--- src/rtl/convolution_fsm.sv ---
// Convolution pass sequencer: times row traversals, pulses shift_row_up per row boundary, then conv_done after tree drain.
// Optional registered busy output when CONV_FSM_BUSY_EN is defined.
module convolution_fsm #(
  parameter int P_SR_DEPTH    = 2,
  parameter int RAM_SR_DEPTH  = 4,
  parameter int NUM_SR_ROWS   = 4,
  parameter int MA_TREE_SIZE  = 16,
  parameter int MA_TREE_DEPTH = 4
) (
  input  logic clock,
  input  logic reset,
  input  logic input_start,
  output logic shift_row_up,
  output logic conv_done
`ifdef CONV_FSM_BUSY_EN
  ,
  output logic busy
`endif
);

  localparam int CW = $clog2(RAM_SR_DEPTH + 1);
  localparam int RW = $clog2(NUM_SR_ROWS + 1);
  localparam int DW = $clog2(MA_TREE_DEPTH + 1);

  localparam logic [CW-1:0] COL_ONE  = CW'(1);
  localparam logic [CW-1:0] COL_LAST = CW'(RAM_SR_DEPTH);
  localparam logic [RW-1:0] ROW_ONE  = RW'(1);
  localparam logic [RW-1:0] ROW_LAST = RW'(NUM_SR_ROWS - 1);
  localparam logic [DW-1:0] DRN_ONE  = DW'(1);
  localparam logic [DW-1:0] DRN_LAST = DW'(MA_TREE_DEPTH);

  localparam bit CFG_OK = (P_SR_DEPTH >= 1) && (RAM_SR_DEPTH >= 1) && (NUM_SR_ROWS >= 1) &&
                          (MA_TREE_DEPTH >= 1) && (MA_TREE_SIZE >= 1);

  generate
    if (!CFG_OK) begin : g_cfg_err
      $error("convolution_fsm: all depth/size parameters must be >= 1");
    end
  endgenerate

  typedef enum logic [1:0] {
    IDLE  = 2'd0,
    SHIFT = 2'd1,
    DRAIN = 2'd2
  } state_t;

  state_t          state_q, state_d;
  logic [CW-1:0]   col_cnt_q, col_cnt_d;
  logic [RW-1:0]   row_cnt_q, row_cnt_d;
  logic [DW-1:0]   drain_cnt_q, drain_cnt_d;
  logic            shift_row_up_q, shift_row_up_d;
  logic            conv_done_q, conv_done_d;

  always_ff @(posedge clock) begin
    if (reset) begin
      state_q        <= IDLE;
      col_cnt_q      <= '0;
      row_cnt_q      <= '0;
      drain_cnt_q    <= '0;
      shift_row_up_q <= 1'b0;
      conv_done_q    <= 1'b0;
    end else begin
      state_q        <= state_d;
      col_cnt_q      <= col_cnt_d;
      row_cnt_q      <= row_cnt_d;
      drain_cnt_q    <= drain_cnt_d;
      shift_row_up_q <= shift_row_up_d;
      conv_done_q    <= conv_done_d;
    end
  end

  always_comb begin
    state_d        = state_q;
    col_cnt_d      = col_cnt_q;
    row_cnt_d      = row_cnt_q;
    drain_cnt_d    = drain_cnt_q;
    shift_row_up_d = 1'b0;
    conv_done_d    = 1'b0;

    case (state_q)
      IDLE: begin
        if (input_start) begin
          // A single-row array has no boundaries to cross, so only the tree latency remains.
          if (NUM_SR_ROWS == 1) begin
            state_d     = DRAIN;
            drain_cnt_d = DRN_ONE;
          end else begin
            state_d   = SHIFT;
            col_cnt_d = COL_ONE;
            row_cnt_d = ROW_ONE;
          end
        end
      end

      SHIFT: begin
        if (col_cnt_q == COL_LAST) begin
          shift_row_up_d = 1'b1;
          col_cnt_d      = COL_ONE;
          row_cnt_d      = row_cnt_q + ROW_ONE;
          if (row_cnt_q == ROW_LAST) begin
            state_d     = DRAIN;
            drain_cnt_d = DRN_ONE;
          end
        end else begin
          col_cnt_d = col_cnt_q + COL_ONE;
        end
      end

      DRAIN: begin
        if (drain_cnt_q == DRN_LAST) begin
          conv_done_d = 1'b1;
          state_d     = IDLE;
          col_cnt_d   = '0;
          row_cnt_d   = '0;
          drain_cnt_d = '0;
        end else begin
          drain_cnt_d = drain_cnt_q + DRN_ONE;
        end
      end

      default: begin
        state_d     = IDLE;
        col_cnt_d   = '0;
        row_cnt_d   = '0;
        drain_cnt_d = '0;
      end
    endcase
  end

  assign shift_row_up = shift_row_up_q;
  assign conv_done    = conv_done_q;

`ifdef CONV_FSM_BUSY_EN
  logic busy_q;

  // Driven from the next state so busy rises in the first SHIFT/DRAIN cycle and drops with conv_done.
  always_ff @(posedge clock) begin
    if (reset) begin
      busy_q <= 1'b0;
    end else begin
      busy_q <= (state_d != IDLE);
    end
  end

  assign busy = busy_q;
`endif

endmodule

--- config.mk ---
export PLATFORM = sky130hd
export DESIGN_NAME = convolution_fsm
export DESIGN_NICKNAME = d
export VERILOG_FILES = /design/src/rtl/convolution_fsm.sv
export SDC_FILE = /design/constraint.sdc
export NUM_CORES = 1
export LEC_CHECK = 0
export CAP_MARGIN = 40
export CORE_UTILIZATION = 40
export DETAILED_ROUTE_END_ITERATION = 6
export PLACE_DENSITY = 0.56
export SKIP_CTS_REPAIR_TIMING = 1
export SYNTH_ARGS = -nofsm -noshare
export SYNTH_HDL_FRONTEND = slang
export SYNTH_SLANG_ARGS = --single-unit
--- constraint.sdc ---
create_clock -name clock -period 3.5 [get_ports clock]
set_input_delay 1.05 -clock clock [delete_from_list [all_inputs] [get_ports clock]]
set_output_delay 1.05 -clock clock [all_outputs]
set_load 0.05 [all_outputs]
# Word-level counts from Yosys, hierarchy flattened
# Index checks and enable logic that the tools add are counted.
# totals
ff_bits	13
input_bits	3
out_inout_bits	2
word_cells	45
# op_classes
n_addsub	3
n_eq_ne	9
muxes	17
n_bitwise	3
reduce_logical	7
# ops
cell	n
$pmux W3 S3	3
$mux W3	7
$add A3 B1 Y3 const B	3
$mux W2	4
$ne A2 B2 Y1 const B	4
$eq A3 B3 Y1 const B	2
$pmux W2 S3	1
$reduce_and A3 Y1	2
$reduce_and A4 Y1	1
$reduce_or A2 Y1	2
$eq A3 B2 Y1 const B	1
$not A1 Y1	3
$eq A2 B1 Y1 const B	1
$eq A2 B2 Y1 const B	1
$logic_not A2 Y1	1
$mux W1	2
$reduce_and A2 Y1	1

# Longest topological paths before layout
# depth
ltp_word	4
ltp_mapped	7
ltp_nobuf	5

# Least setup slack after synthesis
# Ideal clock, no wire load.
# synth_path
path_kind	input port to flip-flop
start	input input_start
end	register state_q[0]
setup_time_ns	0.103
t_arrival_ns	1.763
required_ns	3.397
path_slack_ns	1.633
stages	3
n_path_buf	0
path_cell_list	nor2b_1 > a211o_1 > a2111oi_2
# synth_via
elab_chain_len	2
# synth_rtl
item	line	rtl
from (decl)	12	input logic input_start,
$ne A2 B2 Y1 (no line)	-	
$reduce_and A4 Y1 (no line)	-	
to (signal assigned)	63	state_q <= state_d;
to (decl)	47	state_t state_q, state_d;
# Every way passes these cells.
# A chain may end at the register's enable or synchronous reset.

# Worst setup path after layout
# layout_path
start	register shift_row_up_q, in the netlist shift_row_up
end	output shift_row_up
# layout_lines
item	line	rtl
from (decl)	51	logic shift_row_up_q, shift_row_up_d;
from (signal assigned)	67	shift_row_up_q <= shift_row_up_d;
to (decl)	13	output logic shift_row_up,
# No word-level cell between the ends.

==> results.toml <==
[outcome]
status = "completed"

[route]
drc = 0
final_antenna_net_count = 0
wl_per_cell_um = 13.7
vias = 673
drtIter0Drc = 10
totalWireLength_mm = 1.58
drt-vias-per-instance = 5.85
first_pass_iters = 4

[power_and_ir_drop]
cellPowerDensity_nw_per_um2 = 537
p_clk_share_pct = 20.4
power.switching_uw = 179
peakVddDrop_mv = 0.300
leakage_uw = 0.000307
seqPwrFrac_pct = 39.0
swShare_pct = 38.7
p_total_uw = 463
p_int_uw = 284
p_comb_share_pct = 40.6

[floorplanning]
core_um2 = 1780
num_io_pins = 5
die_h_um = 46.5
dieArea_um2 = 2160
start_util_pct = 44.4
die_w_um = 46.5
num_rows = 15

[synth]
synth.ff_latch_count = 13
synth.distinct_cells = 35
yosys.area.top_type = "dfxtp_1"
synth_most_common_cell = "dfxtp_1"
synth_top_area_share_pct = 32.9
synth_edf_count = 0
yosys_warnings = 0
async_reset_ff_share_pct = 0
synth_area_um2 = 792
synth-main-ff-cell = "dfxtp_1"
yosysSeqAreaShare_pct = 32.9
synthesis.nets = 99
synth_area_per_cell_um2 = 9.10
synth_area_leaders = "dfxtp_1, ha_1, inv_1"
netlist_instances = 87
yosys-top-cells-count = "dfxtp_1, ha_1, inv_1"

[worst_setup_path]
startpoint_type = "flip-flop"
crit_required_ns = 2.45
worstPathCellList = "clkdlybuf4s50_1"
critPathBufInv = 1
path_max_fanout = 1
critPathKind = "flip-flop to output pin"
cp-end-kind = "output pin"
critical-path-max-stage-delay_ns = 0.79
critical_path.slowest_cell = "clkdlybuf4s50_1"
worst-endpoint-arrival_ns = 1.38
cp_top_family = "buffers and inverters"

[clocking]
clk_pin_slew_ns = 0.08
root_buffer = "clkbuf_4"
cts_sinks = 13
cts_buffer_depth = 2
clk_latency_ns = 0.28
cts_buffers = 3
h-tree-depth = 1
cts_tree = "done"

[layout]
finalNonFillerCells = 115
diodes = 0
synthToLayoutAreaGrowth_pct = 8.85
drive_gt1_share_pct = 6.67
nets = 103

[hold_path]
hp-class = "flip-flop to flip-flop"

[global_routing]
gr-total-overflow = 0
grt_max_degree = 18
grt_pass1_vias = 568
antenna_found_initial = 0
grt_pass1_wl_mm = 2.58
grt.total_usage_pct = 17.4

[placed_design]
gp_congestion = 0.729
dp_hpwl_mm = 1.10
dp_cells = 111
numPortBuffers = 4

[timing]
period_needed_ns = 2.43
post-route-period-util_pct = 69.5
setup_viol = 0
drv_slew = 0
setup_tns_ns = 0
rsz0062_at_grt = "false"
fmax_mhz = 411
hold_viol = 0
skew_ns = 0.00460
worst_slew_pin_slew_ns = 0.803
slew_headroom_pct = 46.4

[run]
drv_cap = 0
metal layers:
metal / share of wire (%) / GRT usage [%]
met1: 51 / 22.2
met2: 44 / 24.7
met3: 3.0 / 7.06
met4: 2.4 / 8.82
met5: 0 / 0
power groups by stage:
stage	combinational, uW	sequential (uW)	clock [uW]
final	188	181	94.4
after global routing	208	183	106
after CTS	185	181	98.7
after detailed placement	184	184	0
after global placement	186	182	0
after floorplan	154	179	0
worst register-to-register path, cell delays in order (launching register included):
cell	delay (ns)
dfxtp_1	0.34
inv_1	0.12
ha_1	0.25
a21boi_1	0.69
a211oi_1	0.14
a2111oi_2	0.35
sequential cells by signal (all words and copies together), names as in the netlist:
signal / flops
conv_done: 1
shift_row_up: 1
drain_cnt_q: 3
row_cnt_q: 3
col_cnt_q: 3
state_q: 2
per-stage QoR:
| step | setup WS (ns) | hold slack (ns) | utilization [%] | instance area, um^2 |
|---|---|---|---|---|
| after floorplan | 1.63 | 0.452 | - | 792 |
| after global placement | 1.06 | 0.477 | 46.9 | 836 |
| after detailed placement | 1.07 | 0.486 | 46.9 | 836 |
| after CTS | 1.06 | 0.498 | 48.4 | 862 |
| after global routing | 1.02 | 0.526 | 48.4 | 862 |
| final | 1.07 | 0.494 | 48.4 | 862 |
path summary, 6_finish.rpt:
kind	slack, ns	endpoint	cells past startpoint	from
max	1.07	shift_row_up	1	shift_row_up
min	0.49	row_cnt_q[0]	2	row_cnt_q[0]
max reg2reg	1.52	state_q[0]	5	state_q[0]
min reg2reg	0.49	row_cnt_q[0]	2	row_cnt_q[0]
area by class of cell:
| class | count | area (um^2) |
|---|---|---|
| fillers | 191 | 921 |
| multi-input cells | 60 | 470 |
| repair buffers | 4 | 40.0 |
| well taps | 25 | 31.3 |
| inverters | 9 | 33.8 |
| flip-flops and latches | 13 | 260 |
| clock buffers | 4 | 26.3 |
placed cells by master, fill, tap and decap left out, types with 2 or more instances in the layout:
cell             Yosys  layout
a211o_1              3       3
a211oi_1             3       3
a21oi_1              3       3
a31oi_1              2       2
a32o_1               2       2
clkbuf_4             0       3
clkdlybuf4s50_1      0       4
dfxtp_1             13      13
ha_1                 9       9
inv_1                9       9
nand2_1              3       3
nand3_1              4       4
nand4b_1             3       3
nor2_1               2       2
nor2b_1              2       2
nor3_1               3       3
nor3b_1              2       2
o211ai_1             2       2
o21ai_0              2       2
cell families after synthesis:
| family | Yosys count | synth area share, % |
|---|---|---|
| and+or+nand+nor | 26 | 20.4 |
| AOI/OAI and AO/OA | 25 | 24.8 |
| buffers and inverters | 14 | 7.74 |
| DFF | 13 | 32.9 |
| adders and majority gates | 9 | 14.2 |
Power figures use the tool's default switching activity.
